===== src/rtl/tty_txq.sv =====
// tty_txq: memory-mapped 8N1 serial transmitter with TX FIFO; status register built only with TTY_TXQ_STATUS_EN
module tty_txq #(
  parameter int          DIV   = 400,
  parameter int          DEPTH = 8,
  parameter logic [31:0] BASE  = 32'h3000
) (
  input  logic        clk,
  input  logic        rstb,
  input  logic [31:0] addr,
  input  logic        valid,
  input  logic        write,
  input  logic [31:0] wdata,
  output logic [31:0] rdata,
  output logic        ready,
  output logic        tx,
  output logic        busy
);
  localparam int AW = $clog2(DEPTH);
  localparam logic [15:0] DIV_M1 = 16'(DIV - 1);
  typedef enum logic [1:0] {IDLE, START, DATA, STOP} state_t;
  state_t state;
  logic [7:0] mem [DEPTH];
  logic [AW-1:0] wr_ptr, rd_ptr;
  logic [AW:0] count;
  logic [15:0] div_cnt;
  logic [2:0] bit_cnt;
  logic [7:0] shift;
  logic hit_data, hit_stat, full, accept, push, pop;
  logic unused_wdata;
  assign unused_wdata = ^wdata[31:8];
  assign hit_data = valid && addr == BASE;
  assign hit_stat = valid && addr == BASE + 32'hC;
  assign full = count == (AW+1)'(DEPTH);
  assign accept = (hit_data || hit_stat) && !ready && !(write && hit_data && full);
  assign push = accept && write && hit_data;
  assign pop = state == IDLE && count != '0;
  assign busy = count != '0 || state != IDLE;
  // completion pulse; the pulse cycle itself blocks a new accept
  always_ff @(posedge clk) begin
    if (!rstb) ready <= 1'b0;
    else ready <= accept;
  end
`ifdef TTY_TXQ_STATUS_EN
  // status load returns busy and fill level captured at accept
  always_ff @(posedge clk) begin
    if (!rstb) rdata <= 32'd0;
    else rdata <= (accept && !write && hit_stat) ? {16'd0, 7'd0, busy, 2'd0, 6'(count)} : 32'd0;
  end
`else
  assign rdata = 32'd0;
`endif
  // fifo storage, pointers and occupancy
  always_ff @(posedge clk) begin
    if (!rstb) begin
      wr_ptr <= '0;
      rd_ptr <= '0;
      count <= '0;
    end else begin
      if (push) begin
        mem[wr_ptr] <= wdata[7:0];
        wr_ptr <= wr_ptr + AW'(1);
      end
      if (pop) rd_ptr <= rd_ptr + AW'(1);
      count <= count + (AW+1)'(push) - (AW+1)'(pop);
    end
  end
  // shifter: start bit, 8 data bits LSB first, stop bit, each DIV cycles
  always_ff @(posedge clk) begin
    if (!rstb) begin
      state <= IDLE;
      div_cnt <= '0;
      bit_cnt <= '0;
      shift <= '0;
      tx <= 1'b1;
    end else begin
      case (state)
        IDLE: if (pop) begin
          state <= START;
          shift <= mem[rd_ptr];
          div_cnt <= DIV_M1;
          tx <= 1'b0;
        end
        START: if (div_cnt == '0) begin
          state <= DATA;
          div_cnt <= DIV_M1;
          tx <= shift[0];
        end else div_cnt <= div_cnt - 16'd1;
        DATA: if (div_cnt == '0) begin
          div_cnt <= DIV_M1;
          bit_cnt <= bit_cnt + 3'd1;
          shift <= shift >> 1;
          state <= bit_cnt == 3'd7 ? STOP : DATA;
          tx <= bit_cnt == 3'd7 ? 1'b1 : shift[1];
        end else div_cnt <= div_cnt - 16'd1;
        STOP: if (div_cnt == '0) state <= IDLE;
        else div_cnt <= div_cnt - 16'd1;
        default: state <= IDLE;
      endcase
    end
  end
endmodule

===== config.mk =====
export PLATFORM = sky130hd
export DESIGN_NAME = tty_txq
export DESIGN_NICKNAME = d
export VERILOG_FILES = /design/src/rtl/tty_txq.sv
export SDC_FILE = /design/constraint.sdc
export NUM_CORES = 1
export LEC_CHECK = 0
export CAP_MARGIN = 40
export CORE_MARGIN = 1.5
export CORE_UTILIZATION = 26
export CTS_CLUSTER_DIAMETER = 60
export DETAILED_ROUTE_END_ITERATION = 6
export DONT_BUFFER_PORTS = 1
export GPL_TIMING_DRIVEN = 0
export SLEW_MARGIN = 20
export SYNTH_ARGS = -nofsm -noshare
export SYNTH_HDL_FRONTEND = slang
export SYNTH_SLANG_ARGS = --single-unit

===== constraint.sdc =====
create_clock -name clk -period 2.6 [get_ports clk]
set_input_delay 0.39 -clock clk [delete_from_list [all_inputs] [get_ports clk]]
set_output_delay 0.39 -clock clk [all_outputs]
set_load 0.01 [all_outputs]

==> results.sh <==
export IMPL_final_cell_area_um2=5870
export IMPL_hold_violations=0
export IMPL_synth_top_area_cell="edfxtp_1"
export IMPL_setup_tns_final_ns=0
export IMPL_synthDistinctLibCells=56
export IMPL_yosys_top_cells_area="edfxtp_1 38%, dfxtp_1 17%, mux4_2 7.1%"
export IMPL_worst_pin_slew_ns=0.719
export IMPL_skew_ns=0.0140
export IMPL_final_common_cell="edfxtp_1"
export IMPL_cts_root_buf="clkbuf_16"
export IMPL_ir_drop_mv=0.438
export IMPL_design_core_area_um2=18900
export IMPL_die_x_um=143
export IMPL_layout_min_cycle_time_ns=2.46
export IMPL_layout_nets=550
export IMPL_finalPower_uw=5650
export IMPL_post_route_util_pct=31.1
export IMPL_min_period_over_period_pct=94.8
export IMPL_place_inst=713
export IMPL_p_switching_uw=2070
export IMPL_ant_nets=0
export IMPL_critical_path_buf_inv_count=0
export IMPL_cts_sinks=108
export IMPL_netlist_area_leader_share_pct=38.0
export IMPL_postSynthAreaPerCell_um2=12.1
export IMPL_grt_start_max_net_pins=22
export IMPL_maxCapViolCount=0
export IMPL_path_class="reg2reg"
export IMPL_cts_buffers=9
export IMPL_rsz0062_at_grt="yes"
export IMPL_route_vias_total=3217
export IMPL_yosysSeqAreaShare_pct=55.4
export IMPL_ys_ff_latch=108
export IMPL_p_clk_share_pct=24.0
export IMPL_status="finished clean"
export IMPL_max_stage_delay_ns=0.52
export IMPL_syn_inst=419
export IMPL_dp_hpwl_um=7080
export IMPL_finalSetupViolCount=0
export IMPL_wl_per_cell_um=13.5
export IMPL_netlist_area_um2=5060
export IMPL_drc=0
export IMPL_worstPathRequired_ns=2.59
export IMPL_use_met2_pct=19.0
export IMPL_io_pins=103
export IMPL_placed_area_um2=5530
export IMPL_max_freq_ghz=0.406
export IMPL_layout_common_cells="64 x edfxtp_1, 44 x nor2_1, 44 x dfxtp_1"
export IMPL_diodes=0
export IMPL_r2r_end="mem[0][7]"
export IMPL_crit_start="ready"
export IMPL_yosys_most_used_dff="edfxtp_1"
export IMPL_cts_tree="done"
export IMPL_r2r_cells=5
export IMPL_swShare_pct=36.6
export IMPL_min_path_cells=0
export IMPL_grt_ovfl_total=0
export IMPL_power_share_combinational_pct=37.4
export IMPL_worst_setup_path_end_kind="flip-flop"
export IMPL_intPower_uw=3580
export IMPL_pwr_density_cell_nw_per_um2=963
export IMPL_hp_class="in2reg"
export IMPL_endpoint="mem[0][7]"
export IMPL_p_leak_uw=0.00209
export IMPL_r2r_start="ready"
export IMPL_drive_above_1_share_pct=20.2
export IMPL_arrival_ns=2.45
export IMPL_clockBufferDepth=2
export IMPL_cp_cell_sequence="nor3_1, o21ai_0, or4_1, or4_4, nor3_4"
export IMPL_cp_slowest_cell="or4_1"
export IMPL_seq_power_share_pct=38.6
export IMPL_start_util_pct=26.8
export IMPL_cp_top_family="simple AND/OR/NAND/NOR gates"
export IMPL_routed_wl_um=9850
export IMPL_die_area_um2=20300
export IMPL_h_tree_depth=3
export IMPL_fillers=1942
export IMPL_synth_edf_count=64
export IMPL_use_met3_pct=2.36
export IMPL_fin_cells=730
export IMPL_rrSetupSlack_ns=0.14
export IMPL_path_max_fanout=8
export IMPL_num_rows=50
export IMPL_grt_use_total_pct=10.3
export IMPL_worst_path_stages=5
export IMPL_cts_hold_fix_buffers=0
export IMPL_insertion_delay_ns=0.35
export IMPL_io_buffer_count=0
export IMPL_grt_pass1_wl_um=16400
export IMPL_synth_warnings=0
export IMPL_drt_iter0_markers=169
export IMPL_place_congestion=0.767
export IMPL_syn_to_final_growth_pct=16.0
export IMPL_dr_pass1_iters=6
export IMPL_ys_async_sr_fraction_pct=0
export IMPL_die_h_um=143
export IMPL_gr_usage_met1_pct=11.5
export IMPL_grt_pass1_vias=3314
export IMPL_drv_slew=0
export IMPL_antenna_found_initial=0
export IMPL_startpoint_type="flip-flop"
export IMPL_grt_busiest_layer="met2"
export IMPL_clk_pin_slew_ns=0.08
export IMPL_routed_via_density=4.41
export IMPL_slew_headroom_pct=52.0
==> metrics by stage <==
stage | setup slack, ns | hold WS, ns
floorplan | 0.00211 | 0.447
global placement | -0.645 | 0.470
detailed placement | -0.357 | 0.472
CTS | 0.0447 | 0.118
global route | -0.0136 | 0.109
finish | 0.135 | 0.127
==> Yosys cell counts, types with 2 or more instances <==
cell,number
edfxtp_1,64
nand4_1,5
nor3_2,2
mux2i_1,11
o31ai_1,4
nor3_1,10
xnor2_1,5
nand3_1,6
nor4b_2,2
or4_4,2
nor2_1,49
nand2b_1,2
dfxtp_1,44
mux4_2,16
inv_1,19
or2_2,2
o21ai_0,17
o21ai_1,3
a21oi_1,26
buf_2,2
or3_1,4
xor2_1,10
o311ai_0,2
nand4b_1,2
nor4_2,2
clkbuf_1,9
ha_1,16
a21o_1,2
nand2_1,16
nor4_1,6
buf_4,32
a311oi_1,3
==> metal layers <==
metal  routed length, µm  up-vias
met2                5070      100
met3                 486       20
met1                4060     1520
met4                 236        0
li1                    -     1577
met5                   0        -
==> power by group through the flow <==
stage | Combinational (µW) | Clock (µW) | Sequential, µW
after floorplan | 1700 | 0 | 2170
after global placement | 2040 | 0 | 2200
after detailed placement | 2100 | 0 | 2220
after CTS | 2110 | 1390 | 2180
after global routing | 2390 | 1460 | 2220
final | 2110 | 1360 | 2180
==> what timing repair did <==
item,CTS,global route
gates cloned,0,0
pin swaps,1,0
gates resized for setup,5,5
endpoints found under the setup margin,43,15
buffers inserted,1,0
==> worst min-delay path by stage <==
stage	endpoint	startpoint
after CTS	mem[4][6]	wdata[6]
after global routing	mem[6][3]	wdata[3]
after floorplan	shift[7]	shift[7]
after detailed placement	shift[7]	shift[7]
after global placement	shift[7]	shift[7]
final	mem[6][2]	wdata[2]
==> sequential cells by signal, indices dropped and copies added (netlist names), 2 cells and up, named ones only <==
signal	flops
mem	64
div_cnt	16
shift	8
count	4
bit_cnt	3
rd_ptr	3
wr_ptr	3
state	2
==> cell families (layout without fill, tap and decap cells) <==
| logic type | count (synthesis) | after routing | synth area share [%] |
|---|---|---|---|
| xor+xnor | 15 | 15 | 2.60 |
| buf+inv | 63 | 83 | 7.25 |
| flops | 108 | 108 | 55.4 |
| other cells | 1 | 32 | 0.0741 |
| simple gates | 120 | 120 | 12.9 |
| mux | 28 | 28 | 9.52 |
| fa+ha+maj | 17 | 17 | 4.35 |
| compound gates | 67 | 67 | 7.96 |
==> layout make-up <==
type | count | area [µm²] | share of cell area, %
Clock buffer | 9 | 225 | 3.84
Inverter | 19 | 71.3 | 1.21
Sequential cell | 108 | 2800 | 47.7
Multi-Input combinational cell | 279 | 2050 | 34.9
Timing Repair Buffer | 4 | 30.0 | 0.512
Buffer | 44 | 295 | 5.03
Clock inverter | 7 | 72.6 | 1.24
Tap cell | 260 | 325 | 5.54
(Power assumes the default switching activity.)
